**config.mk**
```make
export PLATFORM = sky130hd
export DESIGN_NAME = ex_alu_sequencer
export DESIGN_NICKNAME = d
export VERILOG_FILES = /design/src/rtl/ex_alu_sequencer_pkg.sv /design/src/rtl/ex_alu_sequencer_handshake.sv /design/src/rtl/ex_alu_sequencer.sv
export SDC_FILE = /design/constraint.sdc
export NUM_CORES = 1
export LEC_CHECK = 0
export ABC_AREA = 1
export ABC_CLOCK_PERIOD_IN_PS = 3300
export BUFFER_PORTS_ARGS = -buffer_cell sky130_fd_sc_hd__buf_4
export CELL_PAD_IN_SITES_DETAIL_PLACEMENT = 0
export CELL_PAD_IN_SITES_GLOBAL_PLACEMENT = 1
export CORE_ASPECT_RATIO = 1.1
export CORE_MARGIN = 1
export CORE_UTILIZATION = 34
export CTS_CLUSTER_SIZE = 24
export DETAILED_ROUTE_END_ITERATION = 6
export PLACE_DENSITY_LB_ADDON = 0.1
export SYNTH_ARGS = -nofsm -noshare
export SYNTH_HDL_FRONTEND = slang
export SYNTH_SLANG_ARGS = --single-unit
export TNS_END_PERCENT = 100
```
**constraint.sdc**
```tcl
create_clock -name clk -period 3.3 [get_ports clk]
set_clock_uncertainty 0.1 [all_clocks]
set_input_delay 0 -clock clk [delete_from_list [all_inputs] [get_ports clk]]
set_output_delay 0 -clock clk [all_outputs]
set_load 0.01 [all_outputs]
```
**src/rtl/ex_alu_sequencer_pkg.sv**
```systemverilog
// Shared class, opcode, sign and state encodings for the execution-stage ALU sequencer.
// The branch helper turns the sign of the first (compare) transaction into a taken decision.
package ex_alu_sequencer_pkg;

  typedef enum logic [2:0] {
    CLS_BRANCHCOND = 3'd0,
    CLS_MEMADDR    = 3'd1,
    CLS_IMMEXPR    = 3'd2,
    CLS_BINARYEXPR = 3'd3,
    CLS_PCBASED    = 3'd4,
    CLS_IMMONLY    = 3'd5
  } ex_class_e;

  localparam logic [3:0] OP_ADD  = 4'd0;
  localparam logic [3:0] OP_ADDI = 4'd1;
  localparam logic [3:0] OP_BEQ  = 4'd8;
  localparam logic [3:0] OP_BNE  = 4'd9;
  localparam logic [3:0] OP_BLT  = 4'd10;
  localparam logic [3:0] OP_BGE  = 4'd11;

  localparam logic [1:0] SIGN_ZERO = 2'b00;
  localparam logic [1:0] SIGN_POS  = 2'b01;
  localparam logic [1:0] SIGN_NEG  = 2'b10;

  typedef enum logic [2:0] {
    ST_IDLE     = 3'd0,
    ST_REQ      = 3'd1,
    ST_RELEASE  = 3'd2,
    ST_REQ2     = 3'd3,
    ST_RELEASE2 = 3'd4,
    ST_DONE     = 3'd5
  } seq_state_e;

  // Codes outside the defined set are executed as an immediate passthrough.
  function automatic ex_class_e normalize_class(input logic [2:0] cls);
    if (cls > 3'd5) return CLS_IMMONLY;
    return ex_class_e'(cls);
  endfunction

  function automatic logic branch_decision(input logic [3:0] op, input logic [1:0] sign);
    case (op)
      OP_BEQ:  return (sign == SIGN_ZERO);
      OP_BNE:  return (sign != SIGN_ZERO);
      OP_BLT:  return (sign == SIGN_NEG);
      OP_BGE:  return (sign == SIGN_POS) || (sign == SIGN_ZERO);
      default: return 1'b0;
    endcase
  endfunction

endpackage

```
**src/rtl/ex_alu_sequencer_handshake.sv**
```systemverilog
// Request/acknowledge/return-to-zero handshake tracker with a shared timeout counter.
// The same instance serves both ALU transactions of a branch.
module alu_handshake_ctrl #(
  parameter int TIMEOUT = 15
) (
  input  logic clk,
  input  logic rst,
  input  logic en,
  input  logic req_phase,
  input  logic rel_phase,
  input  logic alu_stall,
  output logic ack,
  output logic released,
  output logic timeout
);

  localparam int CW = $clog2(TIMEOUT + 1);

  logic [CW-1:0] count;
  logic          waiting;

  assign ack      = req_phase && alu_stall;
  assign released = rel_phase && !alu_stall;
  assign waiting  = (req_phase && !alu_stall) || (rel_phase && alu_stall);
  // Fires on the cycle whose increment would bring the counter to TIMEOUT.
  assign timeout  = waiting && (count == CW'(TIMEOUT - 1));

  always_ff @(posedge clk) begin
    if (rst) begin
      count <= '0;
    end else if (en) begin
      if (!waiting || timeout) begin
        count <= '0;
      end else begin
        count <= count + CW'(1);
      end
    end
  end

endmodule

```
**src/rtl/ex_alu_sequencer.sv**
```systemverilog
// Execution-stage initiator: issues one or two ALU transactions per decoded instruction
// and hands a single result (value, rd, branch decision/target) to the next stage.
module ex_alu_sequencer
  import ex_alu_sequencer_pkg::*;
#(
  parameter int LEN     = 32,
  parameter int TIMEOUT = 15
) (
  input  logic           clk,
  input  logic           rst,
  input  logic           rdy_in,
  input  logic           in_valid,
  output logic           in_ready,
  input  logic [2:0]     in_class,
  input  logic [3:0]     in_op,
  input  logic [LEN-1:0] in_rs1,
  input  logic [LEN-1:0] in_rs2,
  input  logic [LEN-1:0] in_imm,
  input  logic [LEN-1:0] in_pc,
  input  logic [4:0]     in_rd,
  output logic           alu_ex_signal,
  output logic [2:0]     ex_stage_state,
  output logic [3:0]     opcode,
  output logic [LEN-1:0] rs1,
  output logic [LEN-1:0] rs2,
  output logic [LEN-1:0] imm,
  output logic [LEN-1:0] pc,
  input  logic           alu_stall,
  input  logic [LEN-1:0] result,
  input  logic [1:0]     sign_bits,
  output logic           out_valid,
  input  logic           out_ready,
  output logic [LEN-1:0] out_value,
  output logic [4:0]     out_rd,
  output logic           br_taken,
  output logic [LEN-1:0] br_target,
  output logic           err
);

  seq_state_e     state, next_state;
  ex_class_e      lat_class;
  logic [3:0]     lat_op;
  logic [LEN-1:0] lat_rs1, lat_rs2, lat_imm, lat_pc;
  logic [1:0]     sign_q;
  logic           req_phase, rel_phase, second_pass;
  logic           ack, released, timeout, accept;

  assign req_phase   = (state == ST_REQ) || (state == ST_REQ2);
  assign rel_phase   = (state == ST_RELEASE) || (state == ST_RELEASE2);
  assign second_pass = (state == ST_REQ2) || (state == ST_RELEASE2);

  alu_handshake_ctrl #(
    .TIMEOUT(TIMEOUT)
  ) u_handshake (
    .clk       (clk),
    .rst       (rst),
    .en        (rdy_in),
    .req_phase (req_phase),
    .rel_phase (rel_phase),
    .alu_stall (alu_stall),
    .ack       (ack),
    .released  (released),
    .timeout   (timeout)
  );

  always_ff @(posedge clk) begin
    if (rst) begin
      state <= ST_IDLE;
    end else if (rdy_in) begin
      state <= next_state;
    end
  end

  always_comb begin
    next_state    = state;
    in_ready      = 1'b0;
    alu_ex_signal = 1'b0;
    out_valid     = 1'b0;
    accept        = 1'b0;
    case (state)
      ST_IDLE: begin
        // A still-busy ALU blocks acceptance until it returns to zero.
        in_ready = !alu_stall;
        if (in_valid && !alu_stall) begin
          accept     = 1'b1;
          next_state = ST_REQ;
        end
      end
      ST_REQ, ST_REQ2: begin
        alu_ex_signal = 1'b1;
        if (timeout) begin
          next_state = ST_DONE;
        end else if (ack) begin
          next_state = (state == ST_REQ) ? ST_RELEASE : ST_RELEASE2;
        end
      end
      ST_RELEASE: begin
        if (timeout) begin
          next_state = ST_DONE;
        end else if (released) begin
          next_state = (lat_class == CLS_BRANCHCOND) ? ST_REQ2 : ST_DONE;
        end
      end
      ST_RELEASE2: begin
        if (timeout || released) begin
          next_state = ST_DONE;
        end
      end
      ST_DONE: begin
        out_valid = 1'b1;
        if (out_ready) begin
          next_state = ST_IDLE;
        end
      end
      default: next_state = ST_IDLE;
    endcase
  end

  // The target computation reuses the latched operands; only the class changes.
  assign ex_stage_state = second_pass ? CLS_PCBASED : lat_class;
  assign opcode         = lat_op;
  assign rs1            = lat_rs1;
  assign rs2            = lat_rs2;
  assign imm            = lat_imm;
  assign pc             = lat_pc;

  always_ff @(posedge clk) begin
    if (rst) begin
      lat_class <= CLS_BRANCHCOND;
      lat_op    <= '0;
      lat_rs1   <= '0;
      lat_rs2   <= '0;
      lat_imm   <= '0;
      lat_pc    <= '0;
      out_rd    <= '0;
      out_value <= '0;
      br_taken  <= 1'b0;
      br_target <= '0;
      sign_q    <= SIGN_ZERO;
      err       <= 1'b0;
    end else if (rdy_in) begin
      if (timeout) begin
        err       <= 1'b1;
        out_value <= '0;
        br_taken  <= 1'b0;
        br_target <= '0;
      end else if (accept) begin
        lat_class <= normalize_class(in_class);
        lat_op    <= in_op;
        lat_rs1   <= in_rs1;
        lat_rs2   <= in_rs2;
        lat_imm   <= in_imm;
        lat_pc    <= in_pc;
        out_rd    <= in_rd;
        out_value <= '0;
        br_taken  <= 1'b0;
        br_target <= '0;
        sign_q    <= SIGN_ZERO;
      end else if (ack) begin
        // The branch compare result is only needed for its sign.
        if (state == ST_REQ) begin
          sign_q <= sign_bits;
          if (lat_class != CLS_BRANCHCOND) begin
            out_value <= result;
          end
        end else begin
          br_target <= result;
          br_taken  <= branch_decision(lat_op, sign_q);
        end
      end
    end
  end

endmodule
```
==> results.txt <==
worst hold path type = in2reg
total gr overflow = 0
stages on the worst setup path = 11
Ys Warns = 0
DRT Pass-1 Iters = 4
Synth area leader = dfxtp_1
vias in the first global route = 9286
hpwl dp = 19570 um
final cell count without fillers = 2138
first-pass GRT wire length = 47150 um
clock-pin slew on the worst setup and hold paths = 60 ps
flops & latches, synth = 215
most frequent CP cell = nor2_1
Via-to-Cell Ratio = 4.452
commonest non-fill, non-tap cell in the layout = nand2_1
leakage = 7.150 nW
DRC viols = 0
Starting DRT DRC Count = 410
initial antenna violation count = 0
die area = 26020 um2
wire length per cell = 13.93 um
hold endpoint = br_taken
PwrDens = 448.0 nW/um2
H-Tree Depth = 1
largest net degree at the start of global routing = 63
maximum achievable frequency = 0.3460 GHz
final worst slack = 409.7 ps
mapped cell area = 8628 um2
Core ar. = 24700 um2
Post-Route WL = 29790 um
setup slack, reg-to-reg = 410 ps
# IOs = 389
Rel. slew slack = 51.92%
CP max FO = 18
global-route usage over all layers = 22.18%
peak supply drop = 0.3714 mV
startpoint types = register
reg-to-reg endpoint = sign_q[1]
most frequent cells in the layout = 459 x nand2_1, 397 x buf_4, 218 x dlygate4sd3_1
register area share after synthesis = 49.88%
worst slew pin tran = 720.1 ps
Crit path largest cell delay = 560 ps
synth top area cells = dfxtp_1 50%, nand2_1 20%, a21oi_1 9.0%, nor2_1 5.9%, inv_1 5.7%
worst path arrival time = 3190 ps
slowest cell on the critical path = dlygate4sd3_1
reg2reg start = state[0]
CP Buf/Inv Count = 3
CP top delay family = buffers and inverters
area share of the leading cell type in the synthesized netlist = 49.88%
root buffer cell = clkbuf_16
CTS Buf Count = 26
Bufs on Longest Clock Path = 3
Synth Area per Inst = 6.970 um2
Skew-Pair Late Insertion Delay = 520 ps
fin crit share = 87.58%
Die H = 169.1 um
CTS tree = built
PortBufs = 388
Post-Syn Nets = 1420
Hold Vio Cnt, Final = 0
cell chain of the critical path = nor2_1 > nand2_1 > nand3_1 > nand3_2 > buf_4 > nand3_1 > nor2_1 > dlygate4sd3_1 > a21oi_1 > dlygate4sd3_1 > nor2_1
MaxCap Viol Count = 0
Sum Neg Setup Slack = 0 ps
HP Start = in_valid
initial core utilization = 34.93%
RSZ-0062 raised after global routing = false
Core Rows = 60
required time of the critical path = 3600 ps
placed insts = 1874
antenna viol nets, final = 0
kind of critical path = reg2reg
Setup crit end kind = register
fin crit period = 2890 ps
share of cells above drive strength 1 = 25.22%
routability cong. = 0.8085
post-place setup slack = 778.3 ps
status = completed
CP Launch Point = state[0]
Syn-to-layout area delta = 70.42%
R2R depth = 11
via count = 9518
Final Setup Violations = 0
worst hold stages = 8
Die W = 153.9 um
synth unique cells = 28
Syn Inst Count = 1238
nets = 1992
Antenna Cells = 0
final slew viol count = 0
clock sink total = 215
Yosys cell counts (all sizes together):
cell type and count:
a211oi 1, a21oi 156, a31oi 1, and3 1, buf 42, clkbuf 31, dfxtp 215, ha 2
inv 143, nand2 459, nand3 14, nand3b 1, nand4 17, nor2 138, nor3 1, nor4 1
o211ai 2, o21ai 11, o22ai 1, or2 1
worst min-delay path, cell delays in order:
cell,delay [ps]
buf_4,80
nand2_1,70
nor2_4,120
inv_2,80
nand2_1,120
nor2_1,60
nor2_1,80
nor2_1,50
power by group:
part           internal [mW]  total [mW]  leakage, nW  switching (mW)
registers               2.70        2.76         1.75          0.0554
logic                  0.531       0.991         4.98           0.461
clock network           1.71        2.84        0.425            1.13
total                   4.94        6.59         7.15            1.65
through the flow:
| step | utilization, % | instance area [um2] | power (mW) | hold slack [ps] |
|---|---|---|---|---|
| final | 59.53 | 14700 | 6.587 | 67.54 |
| after global routing | 59.53 | 14700 | 6.891 | 146.3 |
| after CTS | 59.53 | 14700 | 6.671 | 67.87 |
| after detailed placement | 47.20 | 11660 | 3.603 | 139.1 |
| after global placement | 47.20 | 11660 | 3.597 | 140.8 |
| after floorplan | - | 8628 | 3.194 | -52.47 |
state kept, by name, summed over array words and instances, names as in the netlist:
signal	count
pc	32
imm	32
rs1	32
err	1
br_taken	1
out_rd	5
lat_class	3
sign_q	2
state	3
u_handshake.count	4
opcode	4
out_value	32
rs2	32
br_target	32
final cells by class:
class / count / area (um2)
Inverter: 143 / 539.3
Clock buffer: 40 / 824.5
Timing Repair Buffer: 617 / 5202
Clock inverter: 6 / 38.79
Fill cell: 2303 / 9995
Multi-Input combinational cell: 807 / 3407
Sequential cell: 215 / 4304
Tap cell: 310 / 387.9
metal layers:
metal | part of all wire (%) | GRT usage, % | routed length [um]
met2 | 49 | 39.01 | 14650
met5 | 0 | 0 | 0
met1 | 41 | 26.40 | 12210
met3 | 7.1 | 5.632 | 2126
met4 | 2.7 | 6.826 | 809
kinds of logic after synthesis:
kind of cell | after synthesis | synth area share [%]
simple gates | 633 | 29.02
flops | 215 | 49.88
fa+ha+maj | 2 | 0.2900
buf+inv | 216 | 10.72
compound gates | 172 | 10.09
worst max-delay path by stage:
| stage | endpoint | slack [ps] |
|---|---|---|
| 2_1_floorplan | br_target[22] | 1430 |
| 3_3_place_gp | br_target[28] | 850 |
| 3_5_place_dp | br_target[23] | 780 |
| 4_1_cts | sign_q[1] | 430 |
| 5_1_grt | pc[10] | 160 |
| 6_report | sign_q[1] | 410 |
what timing repair did:
| action | CTS | global route |
|---|---|---|
| buffers inserted | 0 | 0 |
| hold endpoints to repair | 214 | 0 |
| gates resized for setup | 0 | 0 |
| hold buffers | 218 | 0 |
No activity file was read; power rests on OpenSTA's default activity.
